### config.mk
export PLATFORM = sky130hd
export DESIGN_NAME = model_matrix_vector_streamer
export DESIGN_NICKNAME = d
export VERILOG_FILES = /design/src/rtl/model_matrix_vector_pkg.sv /design/src/rtl/model_index_counter_2d.sv /design/src/rtl/model_matrix_vector_streamer.sv
export SDC_FILE = /design/constraint.sdc
export NUM_CORES = 1
export LEC_CHECK = 0
export ABC_CLOCK_PERIOD_IN_PS = 5800
export CAP_MARGIN = 0
export CORE_MARGIN = 10
export CORE_UTILIZATION = 30
export DETAILED_ROUTE_END_ITERATION = 16
export DONT_BUFFER_PORTS = 1
export PLACE_DENSITY = 0.43
export SLEW_MARGIN = 20
export SYNTH_ARGS = -nofsm -noshare
export SYNTH_HDL_FRONTEND = slang
export SYNTH_SLANG_ARGS = --single-unit
### constraint.sdc
create_clock -name CLK -period 5.8 [get_ports CLK]
set_input_delay 1.16 -clock CLK [delete_from_list [all_inputs] [get_ports CLK]]
set_output_delay 1.16 -clock CLK [all_outputs]
set_load 0.01 [all_outputs]
### src/rtl/model_matrix_vector_pkg.sv
// Shared definitions for the matrix/vector streaming stages:
// FSM state encoding, data/control constants and write-select codes.
package model_matrix_vector_pkg;

  typedef enum logic [1:0] {
    IDLE_STATE   = 2'd0,
    STREAM_STATE = 2'd1,
    DONE_STATE   = 2'd2
  } state_t;

  localparam int   ZERO_DATA    = 0;
  localparam int   ONE_DATA     = 1;
  localparam logic ZERO_CONTROL = 1'b0;
  localparam logic ONE_CONTROL  = 1'b1;

  localparam logic WR_SEL_MATRIX = 1'b0;
  localparam logic WR_SEL_VECTOR = 1'b1;

endpackage

### src/rtl/model_index_counter_2d.sv
// Row-major i/j position counter. j wraps at limit_j and carries into i;
// limits are "size minus one". enable freezes the position when low.
module model_index_counter_2d #(
  parameter int INDEX_SIZE = 2
) (
  input  logic                  CLK,
  input  logic                  RST,
  input  logic                  clear,
  input  logic                  enable,
  input  logic [INDEX_SIZE-1:0] limit_i,
  input  logic [INDEX_SIZE-1:0] limit_j,
  output logic [INDEX_SIZE-1:0] index_i,
  output logic [INDEX_SIZE-1:0] index_j,
  output logic                  first_of_row,
  output logic                  last_element
);

  // position register: clear wins over enable
  always_ff @(posedge CLK or negedge RST) begin
    if (!RST) begin
      index_i <= '0;
      index_j <= '0;
    end else if (clear) begin
      index_i <= '0;
      index_j <= '0;
    end else if (enable) begin
      if (index_j == limit_j) begin
        index_j <= '0;
        index_i <= (index_i == limit_i) ? '0 : index_i + INDEX_SIZE'(1);
      end else begin
        index_j <= index_j + INDEX_SIZE'(1);
      end
    end
  end

  assign first_of_row = (index_j == '0);
  assign last_element = (index_i == limit_i) && (index_j == limit_j);

endmodule

### src/rtl/model_matrix_vector_streamer.sv
// Holds matrix A and vector B, replays them row-major on START with the
// I/J/B strobes of the product stage. PAUSE stalls the stream in place.
// Optional START size checking: MODEL_MATRIX_VECTOR_STREAMER_BOUNDS_CHECK_EN.
//
// state        | meaning
// IDLE_STATE   | storage writable, waiting for START
// STREAM_STATE | one element per non-paused cycle
// DONE_STATE   | stream finished or rejected, READY follows
module model_matrix_vector_streamer
  import model_matrix_vector_pkg::*;
#(
  parameter int DATA_SIZE    = 64,
  parameter int CONTROL_SIZE = 4,
  parameter int INDEX_SIZE   = 2
) (
  input  logic                  CLK,
  input  logic                  RST,
  input  logic                  START,
  output logic                  READY,
  output logic                  ERROR,
  input  logic                  PAUSE,
  input  logic                  WR_ENABLE,
  input  logic                  WR_SEL,
  input  logic [INDEX_SIZE-1:0] WR_I,
  input  logic [INDEX_SIZE-1:0] WR_J,
  input  logic [DATA_SIZE-1:0]  WR_DATA,
  input  logic [DATA_SIZE-1:0]  SIZE_I_IN,
  input  logic [DATA_SIZE-1:0]  SIZE_J_IN,
  output logic [DATA_SIZE-1:0]  DATA_A_OUT,
  output logic [DATA_SIZE-1:0]  DATA_B_OUT,
  output logic                  DATA_A_OUT_I_ENABLE,
  output logic                  DATA_A_OUT_J_ENABLE,
  output logic                  DATA_B_OUT_ENABLE
);

  localparam int CAP = 1 << INDEX_SIZE;
  localparam int unused_control_size = CONTROL_SIZE;

  state_t state, next_state;

  logic [DATA_SIZE-1:0]  mem_a [CAP*CAP];
  logic [DATA_SIZE-1:0]  mem_b [CAP];
  logic [INDEX_SIZE-1:0] lim_i, lim_j, start_lim_i, start_lim_j;
  logic [INDEX_SIZE-1:0] idx_i, idx_j;
  logic                  first_of_row, last_element;
  logic                  start_acc, advance, reject;

  assign start_acc = (state == IDLE_STATE) && START;
  assign advance   = (state == STREAM_STATE) && !PAUSE;

  // low bits of SIZE-1: wraps a size of 0 to full capacity
  assign start_lim_i = SIZE_I_IN[INDEX_SIZE-1:0] - INDEX_SIZE'(1);
  assign start_lim_j = SIZE_J_IN[INDEX_SIZE-1:0] - INDEX_SIZE'(1);

`ifdef MODEL_MATRIX_VECTOR_STREAMER_BOUNDS_CHECK_EN
  logic err_q;

  assign reject = (SIZE_I_IN == '0) || (SIZE_J_IN == '0) ||
                  (SIZE_I_IN > DATA_SIZE'(CAP)) || (SIZE_J_IN > DATA_SIZE'(CAP));

  // remember whether the accepted START was rejected; ERROR goes out with READY
  always_ff @(posedge CLK or negedge RST) begin
    if (!RST) begin
      err_q <= ZERO_CONTROL;
      ERROR <= ZERO_CONTROL;
    end else begin
      if (start_acc) err_q <= reject;
      ERROR <= (state == DONE_STATE) && err_q;
    end
  end
`else
  logic unused_size_bits;

  assign reject = ZERO_CONTROL;
  assign ERROR  = ZERO_CONTROL;
  assign unused_size_bits = ^{SIZE_I_IN[DATA_SIZE-1:INDEX_SIZE],
                              SIZE_J_IN[DATA_SIZE-1:INDEX_SIZE]};
`endif

  // storage is deliberately not reset so contents survive RST
  always_ff @(posedge CLK) begin
    if ((state == IDLE_STATE) && WR_ENABLE) begin
      if (WR_SEL == WR_SEL_MATRIX) mem_a[{WR_I, WR_J}] <= WR_DATA;
      else                         mem_b[WR_J]         <= WR_DATA;
    end
  end

  // stream dimensions latched at an accepted START
  always_ff @(posedge CLK or negedge RST) begin
    if (!RST) begin
      lim_i <= '0;
      lim_j <= '0;
    end else if (start_acc) begin
      lim_i <= start_lim_i;
      lim_j <= start_lim_j;
    end
  end

  model_index_counter_2d #(
    .INDEX_SIZE (INDEX_SIZE)
  ) u_index_counter (
    .CLK          (CLK),
    .RST          (RST),
    .clear        (start_acc),
    .enable       (advance),
    .limit_i      (lim_i),
    .limit_j      (lim_j),
    .index_i      (idx_i),
    .index_j      (idx_j),
    .first_of_row (first_of_row),
    .last_element (last_element)
  );

  // state register
  always_ff @(posedge CLK or negedge RST) begin
    if (!RST) state <= IDLE_STATE;
    else      state <= next_state;
  end

  // next-state logic
  always_comb begin
    next_state = state;
    case (state)
      IDLE_STATE:   if (START) next_state = reject ? DONE_STATE : STREAM_STATE;
      STREAM_STATE: if (advance && last_element) next_state = DONE_STATE;
      DONE_STATE:   next_state = IDLE_STATE;
      default:      next_state = IDLE_STATE;
    endcase
  end

  // registered outputs: data holds whenever no element is emitted
  always_ff @(posedge CLK or negedge RST) begin
    if (!RST) begin
      READY               <= ZERO_CONTROL;
      DATA_A_OUT          <= DATA_SIZE'(ZERO_DATA);
      DATA_B_OUT          <= DATA_SIZE'(ZERO_DATA);
      DATA_A_OUT_I_ENABLE <= ZERO_CONTROL;
      DATA_A_OUT_J_ENABLE <= ZERO_CONTROL;
      DATA_B_OUT_ENABLE   <= ZERO_CONTROL;
    end else begin
      READY <= (state == DONE_STATE);
      if (advance) begin
        DATA_A_OUT          <= mem_a[{idx_i, idx_j}];
        DATA_B_OUT          <= mem_b[idx_j];
        DATA_A_OUT_I_ENABLE <= first_of_row;
        DATA_A_OUT_J_ENABLE <= ONE_CONTROL;
        DATA_B_OUT_ENABLE   <= ONE_CONTROL;
      end else begin
        DATA_A_OUT_I_ENABLE <= ZERO_CONTROL;
        DATA_A_OUT_J_ENABLE <= ZERO_CONTROL;
        DATA_B_OUT_ENABLE   <= ZERO_CONTROL;
      end
    end
  end

endmodule

==> flow_summary.yaml, run 1 <==
global_route:
  grt_pass1_wl_mm: 200
  track_usage_pct: 14.2
  grt.overflow.total: 0
  grt_start_max_net_pins: 142
  antenna_found_initial: 5
  grt_pass1_vias: 27520
cts:
  insertion_delay_ns: 0.79
  cts.clk_slew.worst_paths_ns: 0.06
  postCtsSetupRepairBufs: 0
  cts_sinks: 1421
  cts_buffers: 161
  cts_tree: "yes"
  cts_root_buf: "clkbuf_16"
  cts_buffer_depth: 3
  htree_levels: 4
layout:
  post-route-util_pct: 34.8
  syn2layout_area_growth_pct: 15.3
  layout_commonest_cell: "edfxtp_1"
  multi_input_area_sq_um: 10600
  fillers: 16420
  drive_above_1_share_pct: 18.7
  fin_nets: 2956
  seq_area_sq_um: 42000
  layout_common_cells: "edfxtp_1 (1280), mux2i_1 (256), nand2_1 (202)"
logic_synthesis:
  ys_ff_latch: 1421
  syn_avg_cell_area_sq_um: 19.9
  synth_fp_nets: 2878
  synth_cell_types: 38
  synth_seq_area_share_pct: 78.8
  yosysTopAreaCell: "edfxtp_1"
  yosys-top-cells-area: "edfxtp_1 (72%), mux4_2 (8.1%), dfrtp_1 (6.6%), mux2i_1 (4.8%), nand2_1 (1.4%)"
  synth_edf_count: 1280
  yosysWarnings: 0
  synth_ff_type: "edfxtp_1"
  yosys.area.top_type_share_pct: 72.2
  synth_cells: 2675
  synthesis.area_sq_um: 53200
  async_reset_ff_share_pct: 9.92
placement:
  io_buffers: 0
  finalWeightedCongestion: 0.709
  post-dp-hpwl_mm: 75.5
worst_setup_path:
  r2r_start: "state[1]$_DFFE_PN0P_"
  r2r_slack_ns: 2.79
  crit_path_end: "mem_a[2][28]$_DFFE_PP_"
  path_class: "register to register"
  critPathMaxFanout: 16
  crit_path_start_kind: "register"
  worstRegToRegCells: 4
  end_kind: "register"
  crit_path_start: "state[1]$_DFFE_PN0P_"
  cp.required_ns: 6.26
  reg2reg_to: "mem_a[2][28]$_DFFE_PP_"
  crit_arrival_ns: 3.47
die:
  core_sq_um: 176000
  die_w_um: 441
  dieHeight_um: 441
  dieArea_sq_um: 195000
  io_pins: 335
  start_util_pct: 30.2
  placementRows: 154
power:
  p_total_uw: 27900
  switchingPower_uw: 8050
  pwr-share-seq_pct: 45.6
  clockPowerShare_pct: 35.8
  ir_drop_mv: 0.448
  power_density_nw_per_um2: 455
  p_comb_share_pct: 18.6
  leakage_uw: 0.0194
  p_sw_share_pct: 28.8
  internal_power_uw: 19900
timing:
  clock_skew_ns: 0.0271
  finalSetupTns_ns: 0
  hold_violations: 0
  rsz0062_at_grt: "false"
  period_needed_ns: 3.01
  drv_slew: 0
  setup_viol: 0
  tightest_slew_ns: 1.05
  fin_crit_sh_pct: 52.0
  slew_headroom_pct: 30.0
  timing.fmax_ghz: 0.332
worst_hold_path:
  hold_path_class: "input port to asynchronous set/reset pin"
routing:
  vias: 25525
  dr.pass1.iters: 5
  drc: 0
  vias_per_cell: 4.88
  ant_nets: 0
  drt_wl_total_mm: 140
  routedWlPerCell_um: 26.7
  drt_iter0_drc: 1769
job:
  drv_cap: 0
outcome:
  status: "finished, final reports clean"
## cell type report
cell class	instances	area share [%]
Tap cell	2340	4.77
Sequential cell	1421	68.4
Clock buffer	220	7.23
Timing Repair Buffer	68	1.05
Inverter	4	0.0367
Antenna cell	4	0.0163
Multi-Input combinational cell	1097	17.2
Clock inverter	77	1.25
## cells in the mapped netlist (all sizes together) (43+ instances only)
library cell / number
dfrtp: 141
a31oi: 64
clkbuf: 43
nand2: 202
buf: 110
a221oi: 64
o21ai: 70
mux4: 192
nor2: 82
edfxtp: 1280
o22ai: 64
mux2i: 256
a21oi: 64
## cell families after synthesis
kind of cell / share of synthesized area (%)
flops: 78.8
buf+inv: 1.68
other cells: 0.00704
mux: 12.9
fa+ha+maj: 0.0235
simple gates: 2.34
xor+xnor: 0.132
compound gates: 4.05
## power groups by stage
stage | clock network (uW) | registers [uW] | logic [uW]
finish | 10000 | 12700 | 5180
global route | 10700 | 12900 | 5710
CTS | 10300 | 12800 | 5370
floorplan | 0 | 12400 | 4090
detailed placement | 0 | 13100 | 5350
global placement | 0 | 13000 | 5310
## critical path, stage by stage, from the launching register on
cell,delay (ns)
dfrtp_1,0.39
or4b_1,0.69
or3_1,0.55
nor2_4,0.66
buf_4,0.37
## through the flow
stage	setup slack [ns]	instance area (sq um)	hold WS [ns]	instances
6_report	2.79	61400	0.0851	5231
2_1_floorplan	0.548	53300	0.443	2675
3_3_place_gp	1.80	56100	0.458	4928
4_1_cts	2.69	61300	0.00238	5227
5_1_grt	2.60	61300	0.0226	5228
3_5_place_dp	2.02	56100	0.470	4929
## state kept, by name (all words and copies together) (netlist names)
signal and count:
DATA_A_OUT 64, DATA_A_OUT_I_ENABLE 1, DATA_B_OUT 64, DATA_B_OUT_ENABLE 1, READY 1, lim_i 2
lim_j 2, mem_a 1024, mem_b 256, state 2, u_index_counter.index_i 2, u_index_counter.index_j 2
## what timing repair did
action / 4_1_cts / 5_1_grt
hold endpoints to repair: 1 / 0
resized for setup: 0 / 0
hold buffers: 1 / 0
## metal layers
metal / track usage, % / share of wire [%] / up-vias
met1: 17.4 / 41 / 13788
li1: - / - / 10994
met5: 0 / 0 / -
met2: 25.1 / 51 / 546
met3: 3.29 / 5.2 / 197
met4: 4.29 / 2.5 / 0
## how the worst min path moves through the flow
stage	to	slack [ns]	depth (start not counted)
floorplan	READY$_DFF_PN0_	0.44	1
global placement	READY$_DFF_PN0_	0.46	1
detailed placement	READY$_DFF_PN0_	0.47	1
CTS	DATA_B_OUT_ENABLE$_DFF_PN0_	0.002	0
global route	DATA_A_OUT[44]$_DFFE_PN0P_	0.02	0
finish	DATA_B_OUT[46]$_DFFE_PN0P_	0.09	0
Note: power is estimated with default switching activity, not from simulation.
==> run 2: changes to the inputs <==
--- a/config.mk
+++ b/config.mk
@@ -5,7 +5,7 @@
 export SDC_FILE = /design/constraint.sdc
 export NUM_CORES = 1
 export LEC_CHECK = 0
-export ABC_CLOCK_PERIOD_IN_PS = 5800
+export ABC_CLOCK_PERIOD_IN_PS = 2650
 export CAP_MARGIN = 0
 export CORE_MARGIN = 10
 export CORE_UTILIZATION = 30
==> constraint.sdc (replaced) <==
create_clock -name CLK -period 2.65 [get_ports CLK]
set_input_delay 0.53 -clock CLK [delete_from_list [all_inputs] [get_ports CLK]]
set_output_delay 0.53 -clock CLK [all_outputs]
set_load 0.01 [all_outputs]
==> flow_summary.yaml, run 2 (synthesis results as in run 1) <==
outcome:
  status: "finished with violations"
  violations: "hold timing"
global_route:
  track_usage_pct: 14.4
  grt_pass1_wl_mm: 202
  grt.overflow.total: 0
  antenna_found_initial: 16
  grt_start_max_net_pins: 142
  grt_pass1_vias: 27691
timing:
  hold_violations: 141
  tightest_slew_ns: 0.978
  fin_crit_sh_pct: 94.0
  setup_viol: 0
  slew_headroom_pct: 34.6
  whs_ns: -0.568
  clock_skew_ns: 0.0312
  period_needed_ns: 2.49
  finalSetupTns_ns: 0
  drv_slew: 0
  rsz0062_at_grt: "false"
  timing.fmax_ghz: 0.402
  finalWorstSetupSlack_ns: 0.160
routing:
  dr.pass1.iters: 5
  drt_wl_total_mm: 141
  ant_nets: 0
  drt_iter0_drc: 1776
  vias: 25837
  routedWlPerCell_um: 26.4
  drc: 0
  vias_per_cell: 4.83
cts:
  postCtsSetupRepairBufs: 0
  cts_root_buf: "clkbuf_16"
  cts.clk_slew.worst_paths_ns: 0.06
  cts_buffers: 160
  postCtsResizedCells: 0
  hold_buffers: 69
  cts_tree: "yes"
  htree_levels: 4
  cts_buffer_depth: 3
  insertion_delay_ns: 0.80
  cts_sinks: 1421
placement:
  dp_worst_setup_slack_ns: 0.0846
  finalWeightedCongestion: 0.703
  io_buffers: 0
  placed_cell_area_sq_um: 57200
  post-dp-hpwl_mm: 81.2
die:
  placementRows: 154
  core_sq_um: 176000
  dieArea_sq_um: 195000
  dieHeight_um: 441
  die_w_um: 441
  io_pins: 335
  start_util_pct: 30.2
worst_hold_path:
  hold_path_class: "input port to asynchronous set/reset pin"
power:
  switchingPower_uw: 18300
  pwr-share-seq_pct: 44.2
  ir_drop_mv: 0.727
  clockPowerShare_pct: 35.6
  leakage_uw: 0.0202
  internal_power_uw: 44400
  power_density_nw_per_um2: 991
  p_sw_share_pct: 29.3
  p_comb_share_pct: 20.2
worst_setup_path:
  r2r_start: "state[1]$_DFFE_PN0P_"
  crit_path_start_kind: "register"
  end_kind: "register"
  crit_arrival_ns: 2.95
  critPathMaxFanout: 37
  crit_path_start: "state[1]$_DFFE_PN0P_"
  path_class: "register to register"
  cp.required_ns: 3.11
layout:
  drive_above_1_share_pct: 20.3
  fin_nets: 3068
  largest_reg_flops: 1024
  syn2layout_area_growth_pct: 18.9
  top_register: "mem_a"
  design_area_sq_um: 63300
  layout_commonest_cell: "edfxtp_1"
  top_regs: "mem_a: 1024 flops, mem_b: 256 flops"
  layout_common_cells: "edfxtp_1 (1280), mux2i_1 (256), nand2_1 (200)"
  fillers: 16301
job:
  drv_cap: 0
==> run 2: changes by cell type in the layout (fill, tap and decap cells not counted), sizes merged <==
cell	before	now
diode	4	6
clkinvlp	5	8
inv	13	16
buf	67	112
dlygate4sd3	1	69
clkbuf	220	224
clkinv	51	45
==> run 2: layout make-up <==
type	count	area (sq um)	share of cell area [%]
Clock buffer	224	4500	7.10
Multi-Input combinational cell	1097	10600	16.8
Antenna cell	6	15.0	0.0237
Sequential cell	1421	42000	66.3
Timing Repair Buffer	181	2360	3.72
Tap cell	2340	2930	4.63
Inverter	4	22.5	0.0356
Clock inverter	77	888	1.40
==> run 2: power groups by stage <==
stage	combinational [uW]	clock (uW)	sequential, uW
4_1_cts	13000	23000	27900
3_3_place_gp	12600	0	28400
5_1_grt	13900	23900	28000
6_report	12700	22300	27700
2_1_floorplan	8990	0	27200
3_5_place_dp	12600	0	28400
==> run 2: final timing paths <==
| path | end | slack (ns) | cells past startpoint |
|---|---|---|---|
| max | mem_a[0][59]$_DFFE_PP_ | 0.16 | 4 |
| min | DATA_B_OUT_ENABLE$_DFF_PN0_ | -0.57 | 0 |
| max reg2reg | mem_a[0][59]$_DFFE_PP_ | 0.16 | 4 |
| min reg2reg | READY$_DFF_PN0_ | 0.51 | 1 |
| max in group asynchronous | DATA_B_OUT[12]$_DFFE_PN0P_ | 2.92 | 0 |
| min in group CLK | mem_a[4][4]$_DFFE_PP_ | 0.12 | 2 |
==> run 2: metal layers <==
metal	vias to the layer above	routed length (um)	track usage, %
met1	13776	59700	18.3
met2	574	70000	24.4
met5	-	82	0
met4	14	3970	4.52
li1	11237	-	-
met3	236	7470	3.27
==> run 2: through the flow <==
stage	hold WS (ns)	total power [uW]	utilization (%)	cells
finish	-0.568	62700	35.9	5350
floorplan	0.234	36200	-	2675
global route	-0.637	65700	35.9	5345
global placement	0.251	40900	32.4	4974
detailed placement	0.249	41000	32.4	4974
CTS	-0.655	64000	35.9	5344
==> run 2: worst max-delay path, stage by stage, from the launching register on <==
cell and delay [ns]:
dfrtp_1 0.41, or4b_4 0.62, or3_4 0.47, nor3_4 0.28
buf_12 0.34
